$ cat src/rtl/dmem_line_responder_pkg.sv
// -----------------------------------------------------------------------------
// dmem_line_responder_pkg
// Shared LC-3b memory-side types used by the data-memory line responder and
// its line store.
//   lc3b_word       16-bit CPU word / byte address
//   lc3b_data       128-bit cache line
//   lc3b_mem_wmask  2-bit byte enable, bit0 = low byte
//   lc3b_line_tag   line address (address bits above the line offset)
// -----------------------------------------------------------------------------
package dmem_line_responder_pkg;

  localparam int LINE_OFFSET_BITS = 4;

  typedef logic [15:0]                  lc3b_word;
  typedef logic [127:0]                 lc3b_data;
  typedef logic [1:0]                   lc3b_mem_wmask;
  typedef logic [15:LINE_OFFSET_BITS]   lc3b_line_tag;

endpackage : dmem_line_responder_pkg

$ cat src/rtl/dmem_line_responder_line_array.sv
// -----------------------------------------------------------------------------
// line_array
// Direct-mapped line store: data, tag, valid and dirty per line.
//   clk, rst          clock, synchronous active-high reset (valid/dirty only)
//   idx_i             line index for both the combinational read and the write
//   data_o/tag_o      stored line data and tag at idx_i
//   valid_o/dirty_o   stored status bits at idx_i
//   *_we_i / *_i      independent load strobes and write values
// -----------------------------------------------------------------------------
module line_array
  import dmem_line_responder_pkg::*;
#(
  parameter int LINES = 8,
  parameter int TAG_W = 9
) (
  input  logic                      clk,
  input  logic                      rst,
  input  logic [$clog2(LINES)-1:0]  idx_i,
  output lc3b_data                  data_o,
  output logic [TAG_W-1:0]          tag_o,
  output logic                      valid_o,
  output logic                      dirty_o,
  input  logic                      data_we_i,
  input  lc3b_data                  data_i,
  input  logic                      tag_we_i,
  input  logic [TAG_W-1:0]          tag_i,
  input  logic                      valid_we_i,
  input  logic                      valid_i,
  input  logic                      dirty_we_i,
  input  logic                      dirty_i
);

  lc3b_data           data_q [LINES];
  logic [TAG_W-1:0]   tag_q  [LINES];
  logic [LINES-1:0]   valid_q;
  logic [LINES-1:0]   dirty_q;

  // NOTE: data and tag storage has no reset; valid gates every use of it, so
  // resetting wide storage would only cost flops and fan-out.
  always_ff @(posedge clk) begin
    if (data_we_i) data_q[idx_i] <= data_i;
    if (tag_we_i)  tag_q[idx_i]  <= tag_i;
  end

  // NOTE: sequential state uses non-blocking assignments so every flop samples
  // pre-edge values regardless of statement order.
  always_ff @(posedge clk) begin
    if (rst) begin
      valid_q <= '0;
      dirty_q <= '0;
    end else begin
      if (valid_we_i) valid_q[idx_i] <= valid_i;
      if (dirty_we_i) dirty_q[idx_i] <= dirty_i;
    end
  end

  assign data_o  = data_q[idx_i];
  assign tag_o   = tag_q[idx_i];
  assign valid_o = valid_q[idx_i];
  assign dirty_o = dirty_q[idx_i];

endmodule : line_array

$ cat src/rtl/dmem_line_responder.sv
// -----------------------------------------------------------------------------
// dmem_line_responder
// Responder for the CPU data-memory strobe/cycle interface, backed by a small
// direct-mapped write-back line store; misses go out over the line-wide pmem
// port (optional write-back of a dirty victim, then a fill).
//   clk, rst                 clock, synchronous active-high reset
//   mem_action_stb/_cyc      request exists when both are high
//   mem_write, mem_address,
//   mem_wdata, mem_byte_enable  request fields
//   mem_rdata                registered line containing the address
//   mem_resp                 one-cycle completion pulse
//   mem_retry                request present while a miss is in service
//   pmem_*                   line-wide physical memory port
// -----------------------------------------------------------------------------
module dmem_line_responder
  import dmem_line_responder_pkg::*;
#(
  parameter int LINES = 8
) (
  input  logic           clk,
  input  logic           rst,
  input  logic           mem_action_stb,
  input  logic           mem_action_cyc,
  input  logic           mem_write,
  input  lc3b_word       mem_address,
  input  lc3b_word       mem_wdata,
  input  lc3b_mem_wmask  mem_byte_enable,
  output lc3b_data       mem_rdata,
  output logic           mem_resp,
  output logic           mem_retry,
  output lc3b_word       pmem_address,
  output logic           pmem_read,
  output logic           pmem_write,
  output lc3b_data       pmem_wdata,
  input  lc3b_data       pmem_rdata,
  input  logic           pmem_resp
);

  localparam int IDX   = $clog2(LINES);
  localparam int TAG_W = 16 - LINE_OFFSET_BITS - IDX;

  typedef enum logic [1:0] {S_IDLE, S_RESP, S_WB, S_FILL} state_e;

  state_e            state_q, state_d;
  lc3b_data          rdata_q, rdata_d;
  logic [IDX-1:0]    idx_q, idx_d;
  logic [TAG_W-1:0]  tag_q, tag_d;

  logic              req;
  logic [IDX-1:0]    addr_idx, arr_idx;
  logic [TAG_W-1:0]  addr_tag, arr_tag;
  logic [2:0]        wsel;
  lc3b_data          arr_data, merged;
  logic              arr_valid, arr_dirty, hit;

  logic              data_we, tag_we, valid_we, dirty_we, valid_wr, dirty_wr;
  lc3b_data          data_wr;

  logic              unused_addr_bit;
  assign unused_addr_bit = mem_address[0];

  assign req      = mem_action_stb & mem_action_cyc;
  assign addr_idx = mem_address[LINE_OFFSET_BITS +: IDX];
  assign addr_tag = mem_address[15 -: TAG_W];
  assign wsel     = mem_address[3:1];
  // In IDLE the store is looked up with the live address; during a miss it
  // follows the latched index so the victim and the fill target stay put.
  assign arr_idx  = (state_q == S_IDLE) ? addr_idx : idx_q;
  assign hit      = arr_valid & (arr_tag == addr_tag);

  line_array #(.LINES(LINES), .TAG_W(TAG_W)) u_line_array (
    .clk        (clk),
    .rst        (rst),
    .idx_i      (arr_idx),
    .data_o     (arr_data),
    .tag_o      (arr_tag),
    .valid_o    (arr_valid),
    .dirty_o    (arr_dirty),
    .data_we_i  (data_we),
    .data_i     (data_wr),
    .tag_we_i   (tag_we),
    .tag_i      (tag_q),
    .valid_we_i (valid_we),
    .valid_i    (valid_wr),
    .dirty_we_i (dirty_we),
    .dirty_i    (dirty_wr)
  );

  // Byte merge of the write word into the addressed 16-bit word of the line.
  always_comb begin
    merged = arr_data;
    if (mem_byte_enable[0]) merged[{wsel, 4'h0} +: 8] = mem_wdata[7:0];
    if (mem_byte_enable[1]) merged[{wsel, 4'h8} +: 8] = mem_wdata[15:8];
  end

  // State register and datapath registers.
  always_ff @(posedge clk) begin
    if (rst) begin
      state_q <= S_IDLE;
      rdata_q <= '0;
      idx_q   <= '0;
      tag_q   <= '0;
    end else begin
      state_q <= state_d;
      rdata_q <= rdata_d;
      idx_q   <= idx_d;
      tag_q   <= tag_d;
    end
  end

  // Next-state logic.
  // NOTE: every combinational output gets a default first, so no path through
  // the case statement can leave it unassigned and infer a latch.
  always_comb begin
    state_d = state_q;
    unique case (state_q)
      S_IDLE: if (req) state_d = hit ? S_RESP : ((arr_valid & arr_dirty) ? S_WB : S_FILL);
      S_RESP: state_d = S_IDLE;
      S_WB:   if (pmem_resp) state_d = S_FILL;
      S_FILL: if (pmem_resp) state_d = S_IDLE;
      default: state_d = S_IDLE;
    endcase
  end

  // Output, array-strobe and datapath next-value logic.
  always_comb begin
    data_we      = 1'b0;
    data_wr      = pmem_rdata;
    tag_we       = 1'b0;
    valid_we     = 1'b0;
    valid_wr     = 1'b1;
    dirty_we     = 1'b0;
    dirty_wr     = 1'b0;
    pmem_read    = 1'b0;
    pmem_write   = 1'b0;
    pmem_address = '0;
    rdata_d      = rdata_q;
    idx_d        = idx_q;
    tag_d        = tag_q;
    unique case (state_q)
      S_IDLE: begin
        if (req) begin
          if (hit) begin
            rdata_d = mem_write ? merged : arr_data;
            if (mem_write) begin
              data_we  = 1'b1;
              data_wr  = merged;
              dirty_we = 1'b1;
              dirty_wr = 1'b1;
            end
          end else begin
            idx_d = addr_idx;
            tag_d = addr_tag;
          end
        end
      end
      S_WB: begin
        pmem_write   = 1'b1;
        pmem_address = {arr_tag, idx_q, 4'h0};
        if (pmem_resp) dirty_we = 1'b1;
      end
      S_FILL: begin
        pmem_read    = 1'b1;
        pmem_address = {tag_q, idx_q, 4'h0};
        if (pmem_resp) begin
          data_we  = 1'b1;
          tag_we   = 1'b1;
          valid_we = 1'b1;
          dirty_we = 1'b1;
        end
      end
      default: ;
    endcase
    // Reset wins over any store update requested in the same cycle.
    if (rst) begin
      data_we  = 1'b0;
      tag_we   = 1'b0;
      valid_we = 1'b0;
      dirty_we = 1'b0;
    end
  end

  assign pmem_wdata = arr_data;
  assign mem_rdata  = rdata_q;
  assign mem_resp   = (state_q == S_RESP);
  assign mem_retry  = req & ((state_q == S_WB) | (state_q == S_FILL));

endmodule : dmem_line_responder
$ cat config.mk
export PLATFORM = sky130hd
export DESIGN_NAME = dmem_line_responder
export DESIGN_NICKNAME = d
export VERILOG_FILES = /design/src/rtl/dmem_line_responder_pkg.sv /design/src/rtl/dmem_line_responder_line_array.sv /design/src/rtl/dmem_line_responder.sv
export SDC_FILE = /design/constraint.sdc
export NUM_CORES = 2
export LEC_CHECK = 0
export CAP_MARGIN = 20
export CORE_ASPECT_RATIO = 0.7
export CORE_MARGIN = 2
export CORE_UTILIZATION = 50
export DETAILED_ROUTE_END_ITERATION = 10
export DONT_BUFFER_PORTS = 1
export PLACE_DENSITY_LB_ADDON = 0.05
export RECOVER_POWER = 25
export SLEW_MARGIN = 40
export SYNTH_ARGS = -nofsm -noshare
export SYNTH_HDL_FRONTEND = slang
export SYNTH_SLANG_ARGS = --single-unit
$ cat constraint.sdc
create_clock -name clk -period 33.9 [get_ports clk]
set_input_delay 10.17 -clock clk [delete_from_list [all_inputs] [get_ports clk]]
set_output_delay 10.17 -clock clk [all_outputs]
set_load 0.03 [all_outputs]
==> impl_metrics.py <==
metrics = {
    "outcome": {
        "outcome": "complete, but fails checks",
        "violations": "capacitance limit, slew limit",
    },
    "drt": {
        "viasPerCell": 6.86,
        "drt_pass1_iterations": 10,
        "wl_per_cell_um": 36.5,
        "drt_iter0_drc": 6500,
        "drc": 0,
        "vias": 35585,
        "drt-total-wl_um": 189000,
        "postRouteAntennaNets": 0,
    },
    "layout": {
        "layout-drive-gt1-share_pct": 12.0,
        "nets": 3877,
        "area_delta_synth_final_pct": 11.0,
        "fin_cells": 5184,
        "final_cell_mix": "edfxtp_1, nand2_1, a21oi_1, o21ai_0",
        "layout_commonest_cell": "edfxtp_1",
    },
    "synthesis": {
        "synth_top_area_share_pct": 63.7,
        "yosysWarnings": 0,
        "synth-edff-count": 1096,
        "ys_seq_elements": 1254,
        "netlist_instances": 3792,
        "synth_seq_area_share_pct": 69.8,
        "syn_area_per_cell_um2": 13.6,
        "synth_largest_area_cell": "edfxtp_1",
        "syn-cell-area_um2": 51700,
        "synthFlopType": "edfxtp_1",
        "synth_cell_types": 75,
        "ys_async_sr_fraction_pct": 0,
        "synth_area_leaders": "edfxtp_1, dfxtp_1, a222oi_1",
    },
    "floorplan": {
        "initial_core_util_pct": 50.5,
        "die_area_um2": 106000,
        "die_y_um": 273,
        "die_x_um": 388,
        "fp.coreArea_um2": 102000,
        "pin_count": 444,
        "row_count": 98,
    },
    "power": {
        "ir_worst_vdd_mv": 0.0796,
        "p_leak_uw": 0.0191,
        "powerDensity_nw_per_um2": 74.6,
        "p_comb_share_pct": 28.4,
        "p_seq_share_pct": 39.6,
        "clkPwrFrac_pct": 32.0,
        "p_sw_share_pct": 36.0,
        "power_switching_uw": 1540,
        "internal_power_uw": 2740,
    },
    "sta": {
        "tns_ns": 0,
        "fin_hold_ws_ns": 0.481,
        "setup_viol": 0,
        "worstMarginPinSlew_ns": 4.43,
        "slew_headroom_pct": -196,
        "drv_slew": 496,
        "hold_viol_final": 0,
        "max_freq_ghz": 0.0376,
        "fin_crit_sh_pct": 78.4,
        "rsz0062_at_grt": "no",
        "final.setup_skew_ns": 0.0279,
        "fin_crit_ns": 26.56,
    },
    "clock_network": {
        "clockRootBuffer": "clkbuf_16",
        "postCtsSetupRepairBufs": 0,
        "clkTransAtPathRegs_ns": 0.06,
        "cts-resized-gates": 0,
        "h-tree-depth": 3,
        "clock_sinks": 1254,
        "cts_tree": "yes",
        "insertion_delay_ns": 0.74,
        "cts_buffers": 119,
        "cts_buffer_depth": 3,
        "postCtsHoldBufs": 0,
    },
    "setup_path": {
        "crit_path_top_delay_cell": "clkbuf_1",
        "worstPathArrival_ns": 16.39,
        "crit_path_frequent_cell": "clkbuf_1",
        "crit_chain": "mux2i_4 > clkbuf_1 > buf_12 > clkbuf_1 > mux2_2 > a222oi_1 > nand2_1 > a21oi_1 > inv_1",
        "crit_fanout": 83,
        "startpoint_type": "input pin",
        "crit_path_end_kind": "output port",
        "required_ns": 23.73,
        "critPathKind": "input pin to output port",
        "max_stage_delay_ns": 1.94,
    },
    "placed_design": {
        "place_inst": 4924,
        "hpwl_um": 114000,
        "gp_congestion": 0.878,
        "port_buffers": 0,
    },
    "global_routing": {
        "grt_overflow": 0,
        "grt_pass1_wl_um": 259000,
        "antenna_found_initial": 61,
        "track_usage_pct": 34.7,
        "grt_pass1_vias": 32588,
        "grt_max_degree": 222,
    },
    "worst_hold_path": {
        "hold_path_class": "flip-flop to flip-flop",
    },
    "job": {
        "drv_cap": 11,
    },
}
[per-layer routing]
metal / track usage [%] / vias up / part of all wire (%) / wire length [um]
li1: - / 14608 / - / -
met1: 48.9 / 18067 / 39 / 74200
met2: 51.1 / 2483 / 44 / 84000
met3: 10.1 / 401 / 13 / 23700
met4: 13.1 / 26 / 3.8 / 7130
met5: 0 / - / 0.10 / 193
[worst paths after layout]
check | startpoint | endpoint | slack [ns] | cells after the start
setup / recovery | mem_address[4] | pmem_wdata[59] | 7.34 | 9
hold / removal | u_line_array.valid_q[0] | u_line_array.valid_q[0] | 0.48 | 2
setup reg to reg | state_q[0] | u_line_array.data_q[4][5] | 17.22 | 16
hold reg to reg | u_line_array.valid_q[0] | u_line_array.valid_q[0] | 0.48 | 2
[synthesized netlist by cell type (all sizes together) (60+ instances only)]
library cell  instances
inv                 148
buf                 102
a21oi               302
dfxtp               158
o211ai               68
o21ai               224
nand2b               93
clkbuf              212
mux2                156
a22oi                96
o2111ai              60
nor2                172
a222oi              163
nand2               316
edfxtp             1096
[cells by family (layout without fill, tap and decap cells)]
group	count (synthesis)	after routing	share of synthesized area, %
flops	1254	1254	69.8
compound gates	1096	1096	14.7
simple gates	751	751	6.60
buf+inv	462	469	3.65
mux	215	215	4.91
fa+ha+maj	10	10	0.242
xor+xnor	3	3	0.0509
other cells	1	36	0.00726
[worst max-delay path: cells and delay by family]
family / cells / cell delay (ns)
mux: 2 / 0.58
simple gates: 1 / 0.08
buf+inv: 4 / 4.58
compound gates: 2 / 0.78
[layout make-up]
| class | count | area [um^2] |
|---|---|---|
| Inverter | 148 | 556 |
| Multi-Input combinational cell | 2079 | 14000 |
| Clock buffer | 162 | 3350 |
| Timing Repair Buffer | 97 | 997 |
| Sequential cell | 1254 | 36100 |
| Fill cell | 8274 | 44900 |
| Clock inverter | 62 | 646 |
| Antenna cell | 32 | 80.1 |
| Tap cell | 1350 | 1690 |
[per-stage QoR]
stage / power (uW) / util, % / worst slack, ns / cell area, um^2
5_1_grt: 4390 / 56.0 / 7.22 / 57300
4_1_cts: 4260 / 56.1 / 10.07 / 57400
2_1_floorplan: 2460 / - / 7.08 / 51700
3_5_place_dp: 2910 / 52.2 / 10.07 / 53400
3_3_place_gp: 2900 / 51.8 / 10.08 / 53000
6_report: 4280 / 56.1 / 7.34 / 57300
[sequential cells by signal (all words and copies together) (netlist names)]
signal / cells
mem_rdata: 128
tag_q: 9
u_line_array.tag_q: 72
state_q: 2
idx_q: 3
u_line_array.dirty_q: 8
u_line_array.valid_q: 8
u_line_array.data_q: 1024
[power groups by stage]
| stage | registers, uW | clock network (uW) | logic [uW] |
|---|---|---|---|
| finish | 1700 | 1370 | 1210 |
| global route | 1690 | 1440 | 1250 |
| CTS | 1690 | 1380 | 1190 |
| detailed placement | 1730 | 0 | 1180 |
| global placement | 1730 | 0 | 1170 |
| floorplan | 1730 | 0 | 734 |
Note: power is estimated with default switching activity, not from simulation.
